===== config.mk =====
export PLATFORM = sky130hd
export DESIGN_NAME = instr_stream_source
export DESIGN_NICKNAME = d
export VERILOG_FILES = /design/src/rtl/instr_stream_source.sv
export SDC_FILE = /design/constraint.sdc
export NUM_CORES = 1
export LEC_CHECK = 0
export ABC_AREA = 0
export CORE_MARGIN = 4
export CORE_UTILIZATION = 58
export CTS_CLUSTER_DIAMETER = 80
export DETAILED_ROUTE_END_ITERATION = 7
export HOLD_SLACK_MARGIN = 0.15
export MAX_ROUTING_LAYER = met4
export PLACE_DENSITY = 0.82
export REMOVE_ABC_BUFFERS = 1
export SYNTH_ARGS = -nofsm -noshare
export SYNTH_HDL_FRONTEND = slang
export SYNTH_SLANG_ARGS = --single-unit

===== constraint.sdc =====
create_clock -name clk -period 4.1 [get_ports clk]
set_input_delay 0.41 -clock clk [delete_from_list [all_inputs] [get_ports clk]]
set_output_delay 0.41 -clock clk [all_outputs]
set_load 0.02 [all_outputs]

===== src/rtl/instr_stream_source.sv =====
// ---------------------------------------------------------------------------
// InstrStreamSource
//
// On-chip instruction source for the processor core. A small program buffer
// is filled one word at a time while idle, then replayed to the core one word
// per clock after a start request. The buffer is kept after a run so the same
// program can be replayed by another start.
//
// Ports:
//   clk        - system clock, rising edge
//   rst        - asynchronous, active-high reset
//   load_en    - append load_word to the buffer (idle only)
//   load_word  - instruction word to append
//   clear      - empty the buffer and clear overflow (idle only)
//   start      - begin replay of the loaded program (idle only)
//   stall      - hold the stream for this cycle
//   data       - instruction word to the core (registered)
//   data_valid - data holds a newly issued word this cycle
//   busy       - a replay is in progress (running or finishing)
//   done       - one-cycle pulse after the last word has been issued
//   overflow   - sticky flag: a load was attempted with the buffer full
//   prog_len   - number of words loaded (0..DEPTH)
//   pc         - index of the next word to issue
// ---------------------------------------------------------------------------
module instr_stream_source #(
  parameter int DATA_W = 20,
  parameter int DEPTH  = 16,
  parameter int ADDR_W = 4
) (
  input  logic              clk,
  input  logic              rst,
  input  logic              load_en,
  input  logic [DATA_W-1:0] load_word,
  input  logic              clear,
  input  logic              start,
  input  logic              stall,
  output logic [DATA_W-1:0] data,
  output logic              data_valid,
  output logic              busy,
  output logic              done,
  output logic              overflow,
  output logic [ADDR_W:0]   prog_len,
  output logic [ADDR_W-1:0] pc
);

  typedef enum logic [1:0] {
    IDLE,
    RUN,
    DONE
  } state_t;

  localparam logic [ADDR_W:0]   LEN_ONE = (ADDR_W+1)'(1);
  localparam logic [ADDR_W:0]   LEN_MAX = (ADDR_W+1)'(DEPTH);
  localparam logic [ADDR_W-1:0] PC_ONE  = ADDR_W'(1);

  state_t              state_q;
  logic [DATA_W-1:0]   data_q;
  logic                dataValid_q;
  logic                busy_q;
  logic                done_q;
  logic                overflow_q;
  logic [ADDR_W:0]     progLen_q;
  logic [ADDR_W-1:0]   pc_q;
  logic [DATA_W-1:0]   mem [DEPTH];
  logic                memWrite_d;

  // A load is only accepted while idle, when neither clear nor start claims
  // the same edge, and while there is still room in the buffer.
  assign memWrite_d = (state_q == IDLE) && load_en && !clear && !start &&
                      (progLen_q != LEN_MAX);

  // Program buffer storage. It is deliberately not reset: once prog_len is
  // zero the stale contents can never be issued.
  always_ff @(posedge clk) begin
    if (memWrite_d) begin
      mem[progLen_q[ADDR_W-1:0]] <= load_word;
    end
  end

  // Main controller. busy and done are registered copies of the state seen
  // on the previous cycle, so busy stays high through the done pulse and
  // drops one cycle after it.
  always_ff @(posedge clk or posedge rst) begin
    if (rst) begin
      state_q     <= IDLE;
      data_q      <= '0;
      dataValid_q <= 1'b0;
      busy_q      <= 1'b0;
      done_q      <= 1'b0;
      overflow_q  <= 1'b0;
      progLen_q   <= '0;
      pc_q        <= '0;
    end else begin
      busy_q <= (state_q != IDLE);
      done_q <= (state_q == DONE);
      case (state_q)
        IDLE: begin
          data_q      <= '0;
          dataValid_q <= 1'b0;
          if (clear) begin
            progLen_q  <= '0;
            overflow_q <= 1'b0;
            pc_q       <= '0;
          end else if (start) begin
            if (progLen_q != '0) begin
              pc_q    <= '0;
              state_q <= RUN;
            end
          end else if (load_en) begin
            if (progLen_q == LEN_MAX) begin
              overflow_q <= 1'b1;
            end else begin
              progLen_q <= progLen_q + LEN_ONE;
            end
          end
        end
        RUN: begin
          if (stall) begin
            dataValid_q <= 1'b0;
          end else begin
            data_q      <= mem[pc_q];
            dataValid_q <= 1'b1;
            // Stop at the last loaded word instead of wrapping into stale entries.
            if ({1'b0, pc_q} == progLen_q - LEN_ONE) begin
              pc_q    <= '0;
              state_q <= DONE;
            end else begin
              pc_q <= pc_q + PC_ONE;
            end
          end
        end
        DONE: begin
          data_q      <= '0;
          dataValid_q <= 1'b0;
          state_q     <= IDLE;
        end
        default: begin
          state_q <= IDLE;
        end
      endcase
    end
  end

  assign data       = data_q;
  assign data_valid = dataValid_q;
  assign busy       = busy_q;
  assign done       = done_q;
  assign overflow   = overflow_q;
  assign prog_len   = progLen_q;
  assign pc         = pc_q;

endmodule


==> results.ini <==
[timing]
max_freq_mhz=339
worst_pin_slew_ns=1.41
setup_viol_count_final=0
worst_slack_ns=1.15
rsz0062_at_grt=no
max_slew_margin_pct=5.71
finalHoldViolCount=0
finalCriticalPeriod_ns=2.95
period_share_pct=71.9
skew_ns=0.0161
slew_violations=0

[floorplanning]
dieArea_mm2=0.0263
num_rows=56
fp.coreArea_mm2=0.0234
pin_count=59
start_util_pct=58.8
die_w_um=162
die_h_um=162

[global_route]
gr-usage-all-layers_pct=25.2
overflow=0
use_met1_pct=33.5
use_met3_pct=4.39
antenna_found_initial=0
grt.busiest_layer=met2
grt_max_degree=54
grt_pass1_wl_um=47200
grt.met2_usage_pct=40.4
grt_pass1_vias=7510

[yosys]
post-synth-top-area-cell=edfxtp_1
yosys_warnings=0
synthFlopType=edfxtp_1
syn_area_per_cell_um2=20.0
synth_top_cells_by_area=edfxtp_1, mux4_2, dfrtp_1
synth_edf_count=320
synthesis.area_mm2=0.0138
synth_cells=689
synth_top_area_share_pct=69.8
ys_types=48
synth-seq-area-share_pct=76.1
synth-seq-cells=355
async_reset_ff_share_pct=9.86

[drt]
drt.antenna.violating_nets=0
drcViolationCount=0
vias_per_cell=6.32
post_drt_wl_per_cell_um=27.5
dr.first_iter.drc_count=849
vias=7128
wirelength_um=31000
drtPass1Iterations=6

[clock_tree]
cts_buffers=37
cts_max_level=2
clock_path_buffers=3
root_buffer=clkbuf_16
holdBufCountCts=0
clk_pin_slew_ns=0.06
clock-sinks=355
clk_latency_ns=0.53
post_cts_buffers=0
cts_tree=built
post_cts_resized=0

[critical_path]
cp-end-kind=output port
path_cells=buf_12, clkdlybuf4s50_1
critical_path_class=reg2out
crit_required_ns=3.69
reg2reg_setup_slack_ns=1.23
cp-start-kind=flip-flop
slowest_delay_ns=0.93
critical_path.slowest_cell=dfrtp_4
worstPathArrival_ns=2.54
crit_fanout=38
timing.rr.start=prog_len[0]$_DFFE_PP0P_
r2r_end=mem[15][5]$_DFFE_PP_
reg2reg_depth=7

[power]
ir_drop_v=0.000479
power_w=0.0101
p_leak_nw=5.30
power.density_mw_per_mm2=633

[placed_design]
place_hpwl_um=16600
pre_cts_slack_ns=1.28
port_buffers=58
place_congestion=0.779

[layout]
num_antenna_cells=0
layout.nets=811
layout-drive-gt1-share_pct=23.4
area_growth_pct=16.3
final_util_pct=68.4

[hold_path]
worstHoldPathType=in2async

[run]
cap_violations=0

[outcome]
outcome=complete, no violations

-- sequential cells by signal, summed over array words and instances (netlist names) --
signal,cells
prog_len,5
done,1
busy,1
state_q,2
data,20
mem,320
pc,4
data_valid,1
overflow,1
-- worst max path at each step --
stage                                  startpoint               endpoint
final                           pc[0]$_DFFE_PP0P_                  pc[0]
after detailed placement  prog_len[0]$_DFFE_PP0P_   mem[15][8]$_DFFE_PP_
after global routing            pc[0]$_DFFE_PP0P_                  pc[0]
after global placement                      clear  mem[12][13]$_DFFE_PP_
after floorplan                 pc[0]$_DFFE_PP0P_   data[13]$_DFFE_PP0P_
after CTS                       pc[0]$_DFFE_PP0P_                  pc[0]
-- synthesized netlist by cell type, types with 3 or more instances --
master    count
inv_1         5
mux4_2       80
buf_1         4
xor2_1        5
dfrtp_1      35
a21oi_1      42
nor3_1        5
nor2_1       19
o21ai_1      17
edfxtp_1    320
o21ai_0       8
nand2_1      51
buf_4         7
buf_2         9
nor2b_1       4
buf_6         3
nand2b_1      3
ha_1          6
nand3_1       6
clkbuf_1     11
mux2i_1      20
-- cell usage in the layout, fill, tap and decap left out, types with 2 or more instances in the layout --
cell / count
dfrtp_1: 33
inv_2: 2
mux2i_1: 20
inv_6: 2
ha_1: 6
or3_1: 2
nor2_1: 7
buf_12: 2
clkinv_1: 3
a21oi_1: 42
nand2b_1: 3
nor3_2: 4
bufinv_16: 2
dfrtp_4: 2
mux4_2: 80
clkbuf_1: 14
edfxtp_1: 320
buf_4: 25
o21ai_1: 17
clkbuf_8: 3
xnor2_1: 2
nand2_1: 51
inv_1: 4
nand3_1: 6
o21ai_0: 8
clkinvlp_4: 2
clkbuf_16: 37
xor2_1: 5
nor2b_1: 3
clkdlybuf4s50_1: 58
nor2_2: 13
clkinv_2: 5
-- report_power, final --
group          switching, W  total [W]  internal, W
Clock               0.00133    0.00320      0.00187
Sequential         0.000341    0.00444      0.00410
Combinational       0.00125    0.00249      0.00124
Total               0.00293     0.0101      0.00721
-- per-stage QoR --
step                      hold WS, ns  instance area [µm²]  instances  setup TNS, ns
after floorplan                 0.509                13600        655          -8.67
after global placement          0.486                14800       1059              0
after detailed placement        0.502                14800       1059              0
after CTS                       0.343                16000       1127              0
after global routing            0.390                16000       1127              0
final                           0.339                16000       1127              0
-- area by class of cell --
cell class | count | area, µm²
clock inverters | 14 | 145
multi-input cells | 293 | 3120
flip-flops and latches | 355 | 10500
clock buffers | 54 | 1020
inverters | 7 | 26.3
repair buffers | 85 | 808
well taps | 319 | 399
fillers | 1448 | 7390
-- kinds of logic (layout without fill, tap and decap cells) --
logic type,count (synthesis),after routing,synth area share [%]
AND/OR/NAND/NOR,100,100,3.40
XOR/XNOR,7,7,0.445
AO/OA/AOI/OAI,79,79,3.29
flip-flops,355,355,76.1
buffers and inverters,41,160,1.55
multiplexers,101,101,14.6
adder cells (fa/ha/maj),6,6,0.545
-- critical path: cells and delay by family, from the launching register on --
kind / cells / cell delay [ns]
buffers and inverters: 2 / 1.03
flip-flops: 1 / 0.93
-- routing by layer --
metal | wire length [µm] | up-vias | share of wire [%]
li1 | - | 2966 | -
met2 | 15900 | 413 | 52
met5 | 0 | - | 0
met1 | 11400 | 3683 | 37
met4 | 894 | 0 | 2.9
met3 | 2660 | 66 | 8.6
Note: power is estimated with default switching activity, not from simulation.
